File: src/rtl/rx_deser_param.sv
// rx_deser_param -- serial-to-parallel word assembler for a recovered bit stream.
//
// Bits arrive one at a time on sample_valid strobes. The design collects DATA_W of
// them, either LSB first (UART style) or MSB first, and hands the finished word to
// a single-entry output register with a valid/ready handshake. The bit order is
// latched from msb_first on the first bit of each word.
//
// Optional feature macro: RX_DESER_PARITY_EN
//   When defined, one parity bit follows the data bits, and the parity_err port is
//   present. PARITY_ODD selects the sense: 0 = even, 1 = odd.
//   When undefined, words are exactly DATA_W bits and there is no parity_err port.
//
// Ports
//   clk          rising-edge clock
//   rst          asynchronous, active-low reset
//   deser_en     frame active; low aborts any partial word
//   sample_valid one-cycle strobe qualifying sampled_bit
//   sampled_bit  recovered serial bit
//   msb_first    bit order for the next word (0 LSB first, 1 MSB first)
//   out_ready    consumer takes p_data while p_valid is high
//   clr_overrun  clears the sticky overrun flag
//   p_data       assembled word
//   p_valid      p_data holds an unconsumed word
//   overrun      sticky: a finished word was dropped because p_data was still full
//   parity_err   parity mismatch for the word in p_data (macro builds only)

module rx_deser_param #(
    parameter int DATA_W     = 8,
    parameter bit PARITY_ODD = 1'b0
) (
    input  logic              clk,
    input  logic              rst,
    input  logic              deser_en,
    input  logic              sample_valid,
    input  logic              sampled_bit,
    input  logic              msb_first,
    input  logic              out_ready,
    input  logic              clr_overrun,
    output logic [DATA_W-1:0] p_data,
    output logic              p_valid,
    output logic              overrun
`ifdef RX_DESER_PARITY_EN
    ,
    output logic              parity_err
`endif
);

    localparam int CW = $clog2(DATA_W + 2);

    localparam logic [1:0] ST_IDLE  = 2'd0;
    localparam logic [1:0] ST_SHIFT = 2'd1;
`ifdef RX_DESER_PARITY_EN
    localparam logic [1:0] ST_PAR   = 2'd2;
`endif

    if (DATA_W < 5 || DATA_W > 16 || PARITY_ODD > 1'b1) begin : g_bad_param
        $error("rx_deser_param: DATA_W must be 5..16");
    end

    // Assembly side
    logic [1:0]        state_q, state_d;
    logic [CW-1:0]     count_q, count_d;
    logic [DATA_W-1:0] shift_q, shift_d;
    logic              order_q, order_d;

    // Finished word waiting one cycle before it reaches the output register
    logic              done_q, done_d;
    logic [DATA_W-1:0] word_q, word_d;

    // Output register
    logic [DATA_W-1:0] p_data_q, p_data_d;
    logic              p_valid_q, p_valid_d;
    logic              overrun_q, overrun_d;

`ifdef RX_DESER_PARITY_EN
    logic              wperr_q, wperr_d;
    logic              perr_q, perr_d;
`endif

    logic              cur_order;
    logic [CW-1:0]     bit_idx;
    logic [DATA_W-1:0] asm_word;
    logic              ovr_event;

    always_comb begin
        state_d  = state_q;
        count_d  = count_q;
        shift_d  = shift_q;
        order_d  = order_q;
        done_d   = 1'b0;
        word_d   = word_q;
`ifdef RX_DESER_PARITY_EN
        wperr_d  = wperr_q;
`endif
        // The first bit of a word uses the live msb_first; later bits use the latched copy.
        cur_order = (state_q == ST_IDLE) ? msb_first : order_q;
        bit_idx   = cur_order ? (CW'(DATA_W - 1) - count_q) : count_q;

        // shift_q is zero whenever a word starts, so writing one position is enough.
        asm_word = shift_q;
        for (int i = 0; i < DATA_W; i++) begin
            if (i == int'(bit_idx)) asm_word[i] = sampled_bit;
        end

        if (!deser_en) begin
            state_d = ST_IDLE;
            count_d = '0;
            shift_d = '0;
        end else if (sample_valid) begin
            unique case (state_q)
                ST_IDLE, ST_SHIFT: begin
                    if (state_q == ST_IDLE) order_d = msb_first;
                    if (count_q == CW'(DATA_W - 1)) begin
`ifdef RX_DESER_PARITY_EN
                        state_d = ST_PAR;
                        count_d = CW'(DATA_W);
                        shift_d = asm_word;
`else
                        state_d = ST_IDLE;
                        count_d = '0;
                        shift_d = '0;
                        done_d  = 1'b1;
                        word_d  = asm_word;
`endif
                    end else begin
                        state_d = ST_SHIFT;
                        count_d = count_q + CW'(1);
                        shift_d = asm_word;
                    end
                end
`ifdef RX_DESER_PARITY_EN
                ST_PAR: begin
                    state_d = ST_IDLE;
                    count_d = '0;
                    shift_d = '0;
                    done_d  = 1'b1;
                    word_d  = shift_q;
                    wperr_d = ((^shift_q) ^ sampled_bit) != PARITY_ODD;
                end
`endif
                default: begin
                    state_d = ST_IDLE;
                    count_d = '0;
                    shift_d = '0;
                end
            endcase
        end
    end

    // Output register: a finished word either loads (slot empty or being consumed
    // on this edge) or is dropped and flagged as overrun.
    always_comb begin
        p_data_d  = p_data_q;
        p_valid_d = p_valid_q;
        ovr_event = 1'b0;
`ifdef RX_DESER_PARITY_EN
        perr_d    = perr_q;
`endif
        if (done_q) begin
            if (p_valid_q && !out_ready) begin
                ovr_event = 1'b1;
            end else begin
                p_data_d  = word_q;
                p_valid_d = 1'b1;
`ifdef RX_DESER_PARITY_EN
                perr_d    = wperr_q;
`endif
            end
        end else if (p_valid_q && out_ready) begin
            p_valid_d = 1'b0;
        end

        // A new overrun on the same edge beats the clear.
        overrun_d = overrun_q;
        if (clr_overrun) overrun_d = 1'b0;
        if (ovr_event)   overrun_d = 1'b1;
    end

    always_ff @(posedge clk or negedge rst) begin
        if (!rst) begin
            state_q   <= ST_IDLE;
            count_q   <= '0;
            shift_q   <= '0;
            order_q   <= 1'b0;
            done_q    <= 1'b0;
            word_q    <= '0;
            p_data_q  <= '0;
            p_valid_q <= 1'b0;
            overrun_q <= 1'b0;
`ifdef RX_DESER_PARITY_EN
            wperr_q   <= 1'b0;
            perr_q    <= 1'b0;
`endif
        end else begin
            state_q   <= state_d;
            count_q   <= count_d;
            shift_q   <= shift_d;
            order_q   <= order_d;
            done_q    <= done_d;
            word_q    <= word_d;
            p_data_q  <= p_data_d;
            p_valid_q <= p_valid_d;
            overrun_q <= overrun_d;
`ifdef RX_DESER_PARITY_EN
            wperr_q   <= wperr_d;
            perr_q    <= perr_d;
`endif
        end
    end

    assign p_data  = p_data_q;
    assign p_valid = p_valid_q;
    assign overrun = overrun_q;
`ifdef RX_DESER_PARITY_EN
    assign parity_err = perr_q;
`endif

endmodule

File: config.mk
export PLATFORM = sky130hd
export DESIGN_NAME = rx_deser_param
export DESIGN_NICKNAME = d
export VERILOG_FILES = /design/src/rtl/rx_deser_param.sv
export SDC_FILE = /design/constraint.sdc
export NUM_CORES = 1
export LEC_CHECK = 0
export ABC_AREA = 0
export CAP_MARGIN = 25
export CORE_MARGIN = 2
export CORE_UTILIZATION = 40
export CTS_CLUSTER_SIZE = 28
export DETAILED_ROUTE_END_ITERATION = 12
export PLACE_DENSITY = 0.68
export SLEW_MARGIN = 20
export SYNTH_ARGS = -nofsm -noshare
export SYNTH_HDL_FRONTEND = slang
export SYNTH_SLANG_ARGS = --single-unit
export TNS_END_PERCENT = 5
File: constraint.sdc
create_clock -name clk -period 2.19 [get_ports clk]
set_clock_uncertainty 0.15 [all_clocks]
set_input_delay 0.3285 -clock clk [delete_from_list [all_inputs] [get_ports clk]]
set_output_delay 0.3285 -clock clk [all_outputs]
set_load 0.1 [all_outputs]
==> metrics.md, run 1 <==
| Metric | Value |
|---|---|
| Outcome | completed |
| Overflow after GRT | 0 |
| CP endpoint kind | flip-flop |
| Pin count of the biggest net entering global routing | 34 |
| CTS Buffer Depth | 2 |
| Fin. max-slew vios | 0 |
| Critical Path RT | 2.21 ns |
| Area Overhead vs Synth | 20.98% |
| Final RePlAce weighted congestion | 0.7432 |
| Flops & latches, synth | 33 |
| Vias in the first global route | 1049 |
| Starting Density | 42.53% |
| Synth Instances | 130 |
| Pre-CTS setup slack | 0.07929 ns |
| RSZ-0062 raised after global routing | no |
| Iteration-0 DRC Markers | 61 |
| Die width | 66.86 um |
| Ant. Diodes | 0 |
| Worst IR Drop VDD | 0.0006040 V |
| FFs w/ async S/R, synth | 100.0% |
| Die area | 4470 um^2 |
| Pwr Density | 705.2 nW/um^2 |
| Sequential share of the synthesized area | 52.26% |
| Setup Buffers After CTS | 0 |
| Final period util | 88.36% |
| DP Wirelength | 1.944 mm |
| Synth Flop Type | dfrtp_1 |
| Slew @ Worst Pin | 0.4006 ns |
| Die Y | 66.86 um |
| Clock Sinks | 33 |
| Crit path DAT | 1.96 ns |
| Pleak | 0.9218 nW |
| Antenna-violating nets left | 0 |
| # setup viols final | 0 |
| Post-synth cell types | 29 |
| Rows | 22 |
| Worst-skew pair later-pin latency | 0.29 ns |
| EDFF count, synth | 0 |
| Max Cap Violations | 0 |
| Hold WC Path Type | primary input to async pin |
| CP max FO | 11 |
| WL per Instance | 13.04 um |
| Drc violations | 0 |
| Reg clk slew, reported paths | 0.07 ns |
| First-pass GRT wire length | 4.609 mm |
| WS Path Type | flip-flop to flip-flop |
| Initial antenna violation count | 0 |
| I/O pin total | 18 |
| Post-route minimum period | 1.935 ns |
| FMAX | 516.8 MHz |
| Layout cell share with drive strength beyond 1 | 28.21% |
| Final-report hold violation count | 0 |
| Post_cts resized | 0 |
| Wl on met1 | 1.218 mm |
| Worst Setup Slack, final | 0.2549 ns |
| Startpoint types | flip-flop |
| CORE AREA | 3716 um^2 |
| Root Driver | clkbuf_8 |
| WL final | 2.661 mm |
| Hold bufs inserted after CTS | 0 |
| DR pass1 iterations | 4 |
| Vias per inst | 5.191 |
| Warnings, synthesis | 0 |
| Tot GR Track Use | 14.17% |
| Final hold slack | 0.2964 ns |
| Fillers | 333 |
| Mean Syn Cell Area | 12.16 um^2 |
| Num CTS Buffers | 5 |
| Synth Net Count | 139 |
| Met2 WL | 1.247 mm |
| DR WL met3 | 124 um |
| Slew headroom | 73.30% |
| TNS Setup | 0 ns |
| Top Layer Used | met4 |
| Final nets | 164 |
| Port bufs | 17 |
| Vias post-DR | 1059 |
| CTS tree | done |
| H-tree levels | 2 |
| Synthesized cell area | 1580 um^2 |
| Worst r2r path cells | 4 |
## cells in the final DEF (no fill, tap or decap)
cell type        count
nor3b_4              1
nor4_1               1
nand2_1             12
a21o_2               1
and3b_1              3
clkbuf_8             6
bufinv_16            1
dfrtp_1             33
nor2b_1              1
clkbuf_1             1
nor2_1               4
nand2b_1             2
nor3b_1              3
a22o_1               1
xor2_1               1
mux2i_4              1
a21oi_1              5
inv_1                5
o21ai_0              2
nor3_1               2
mux2_4               5
and3_1               1
ha_1                 1
o211ai_1            12
mux2_2              10
clkdlybuf4s50_1      7
mux2i_1             11
buf_4               19
and2_1               1
o22ai_1              3
## power by group
part           internal [mW]  switching [mW]
Clock                  0.371           0.217
Sequential             0.623          0.0144
Combinational         0.0605          0.0628
Total                   1.05           0.294
## registers in the layout, summed over array words and instances, names as in the netlist, 4 cells and up
name     count
count_q      4
p_data       8
shift_q      8
word_q       8
## critical path: stages (launching register included)
cell and delay, ns:
dfrtp_1 0.52, and3_1 0.34, nor3b_4 0.31, buf_4 0.20
mux2_4 0.30
## final cells by class
class | count | area [um^2] | share of cell area (%)
clock buffer | 7 | 86.33 | 4.516
multi-input combinational | 84 | 678.2 | 35.47
inverter | 5 | 18.77 | 0.9817
sequential | 33 | 825.8 | 43.19
tap | 48 | 60.06 | 3.141
clock inverter | 1 | 30.03 | 1.571
timing repair buffer | 26 | 212.7 | 11.13
## routing by layer
layer | vias up | GRT usage (%)
met3 | 8 | 4.561
met2 | 21 | 23.50
met5 | - | 0
met4 | 0 | 7.653
met1 | 516 | 16.14
li1 | 514 | -
## synthesized netlist by cell type (3+ instances only)
master,instances,area [um^2]
a21oi_1,5,25.02
and3b_1,3,26.28
buf_4,3,22.52
dfrtp_1,33,825.8
inv_1,5,18.77
mux2_2,10,112.6
mux2_4,5,75.07
mux2i_1,11,110.1
nand2_1,12,45.04
nor2_1,4,15.01
nor3b_1,3,22.52
o211ai_1,12,90.09
o22ai_1,3,18.77
## cell families (layout without fill, tap and decap cells)
kind of cell | after synthesis | count (layout) | share of synthesized area (%)
simple gates | 31 | 31 | 11.09
compound gates | 24 | 24 | 10.21
mux | 27 | 27 | 20.27
flops | 33 | 33 | 52.26
buf+inv | 13 | 39 | 4.830
fa+ha+maj | 1 | 1 | 0.7916
xor+xnor | 1 | 1 | 0.5543
## path summary, 6_finish.rpt
kind | from | endpoint | slack, ns
worst max register to register | count_q[0] | word_q[2] | 0.25
max in group asynchronous | rst | p_data[1] | 1.31
worst max-delay path | count_q[0] | word_q[2] | 0.25
worst min register to register | done_q | p_valid | 0.33
min in group clk | done_q | p_valid | 0.33
worst min-delay path | rst | word_q[1] | 0.30
## through the flow
step                      instance area [um^2]  instances  power [mW]  utilization (%)
after global routing                      1912        204       1.405            51.45
after detailed placement                  1795        196      0.7730            48.32
after global placement                    1795        196      0.7681            48.32
after CTS                                 1912        204       1.363            51.45
final                                     1912        204       1.348            51.45
after floorplan                           1580        130      0.7269                -
Power figures use the tool's default switching activity.
==> run 2: changes to the inputs <==
--- a/config.mk
+++ b/config.mk
@@ -9,9 +9,11 @@
 export CAP_MARGIN = 25
 export CORE_MARGIN = 2
 export CORE_UTILIZATION = 40
+export CTS_BUF_LIST = sky130_fd_sc_hd__clkbuf_4
 export CTS_CLUSTER_SIZE = 28
 export DETAILED_ROUTE_END_ITERATION = 12
 export PLACE_DENSITY = 0.68
+export SKIP_CTS_REPAIR_TIMING = 1
 export SLEW_MARGIN = 20
 export SYNTH_ARGS = -nofsm -noshare
 export SYNTH_HDL_FRONTEND = slang
==> run 2 against run 1 <==
Sequential power barely moved. Clock power is 24% lower. Routed wire length shrank 0.90%. Sequential share of layout area is 0.86 points higher. Setup slack got worse by 0.013 ns. Critical endpoint unchanged.
==> metrics.md, run 2 (same netlist as run 1, synthesis figures left out) <==
| Metric | Value |
|---|---|
| Initial antenna violation count | 0 |
| CTS Buffer Depth | 2 |
| Worst IR Drop VDD | 0.0005050 V |
| Most common cell after layout, fill and taps aside | dfrtp_1 |
| TNS Setup | 0 ns |
| Final nets | 164 |
| Port bufs | 17 |
| WS Path Type | flip-flop to flip-flop |
| Final-report hold violation count | 0 |
| RSZ-0062 raised after global routing | no |
| CP max FO | 11 |
| Tot GR Track Use | 13.87% |
| Worst Setup Slack, final | 0.2421 ns |
| Area of the multi-input gates | 678.2 um^2 |
| H-tree levels | 2 |
| Area Overhead vs Synth | 18.61% |
| Pleak | 0.9067 nW |
| # setup viols final | 0 |
| Pre-CTS setup slack | 0.07929 ns |
| Ant. Diodes | 0 |
| CORE AREA | 3716 um^2 |
| Final period util | 88.95% |
| DP Wirelength | 1.944 mm |
| Rows | 22 |
| Crit path DAT | 2.02 ns |
| DR pass1 iterations | 3 |
| Antenna-violating nets left | 0 |
| Die width | 66.86 um |
| Fin. max-slew vios | 0 |
| Finished Layout Cells | 204 |
| Hold WC Path Type | primary input to async pin |
| Critical Path RT | 2.26 ns |
| Fillers | 333 |
| Worst-skew pair later-pin latency | 0.33 ns |
| Post-route minimum period | 1.948 ns |
| Final RePlAce weighted congestion | 0.7432 |
| Vias in the first global route | 1054 |
| Layout cell share with drive strength beyond 1 | 28.21% |
| Pwr Density | 643.8 nW/um^2 |
| Max Cap Violations | 0 |
| Overflow after GRT | 0 |
| Clock Sinks | 33 |
| I/O pin total | 18 |
| Sequential Area | 825.8 um^2 |
| Slew headroom | 72.91% |
| WL per Instance | 12.93 um |
| First-pass GRT wire length | 4.574 mm |
| Outcome | completed |
| Die area | 4470 um^2 |
| Drc violations | 0 |
| Pin count of the biggest net entering global routing | 34 |
| CTS tree | done |
| Reg clk slew, reported paths | 0.10 ns |
| Worst r2r path cells | 4 |
| Starting Density | 42.53% |
| Reg2reg start | count_q[0] |
| FMAX | 513.4 MHz |
| Commonest cells after routing, fill and taps aside | 33 x dfrtp_1, 19 x buf_4, 12 x nand2_1, 12 x o211ai_1, 11 x mux2i_1 |
| CP endpoint kind | flip-flop |
| Vias per inst | 5.152 |
| Iteration-0 DRC Markers | 39 |
| Startpoint types | flip-flop |
| Die Y | 66.86 um |
| Setup crit start | count_q[0] |
| Slew @ Worst Pin | 0.4064 ns |
| Vias post-DR | 1051 |
| WL final | 2.637 mm |
| Root Driver | clkbuf_4 |
| Num CTS Buffers | 5 |
| Inst Count DP | 196 |
[run 2: worst paths after layout]
path	to	slack [ns]
max	word_q[2]	0.24
min	shift_q[1]	0.25
max reg2reg	word_q[2]	0.24
min reg2reg	p_valid	0.34
max in group asynchronous	p_valid	1.35
min in group clk	p_valid	0.34
[run 2: final cells by class]
cell class / instances / area share, %
Clock inverter: 2 / 1.802
Timing Repair Buffer: 26 / 11.35
Inverter: 5 / 1.001
Sequential cell: 33 / 44.06
Multi-Input combinational cell: 84 / 36.18
Tap cell: 48 / 3.204
Clock buffer: 6 / 2.403
[run 2: critical path, stage by stage (launching register included)]
cell	delay, ns
dfrtp_1	0.54
and3_1	0.34
nor3b_4	0.31
buf_4	0.20
mux2_4	0.30
[run 2: routing by layer]
layer / GRT usage [%] / vias to the layer above / share of wire, %
li1: - / 513 / -
met1: 15.89 / 513 / 46
met2: 23.50 / 20 / 48
met3: 5.574 / 5 / 4.9
met4: 4.592 / 0 / 1.5
met5: 0 / - / 0
[run 2: power by group]
group | total (mW) | leakage [nW] | internal, mW | switching [mW]
sequential | 0.636 | 0.455 | 0.622 | 0.0144
combinational | 0.123 | 0.408 | 0.0605 | 0.0628
clock | 0.447 | 0.0433 | 0.250 | 0.197
total | 1.21 | 0.907 | 0.932 | 0.274
[run 2: per-stage QoR]
step           hold slack (ns)  total power, mW  cell area (um^2)  utilization [%]
6_report                0.2483            1.207              1874            50.44
5_1_grt                 0.2549            1.266              1874            50.44
4_1_cts                 0.2452            1.228              1874            50.44
3_5_place_dp            0.3184           0.7730              1795            48.32
3_3_place_gp            0.2973           0.7681              1795            48.32
2_1_floorplan          -0.1171           0.7269              1580                -
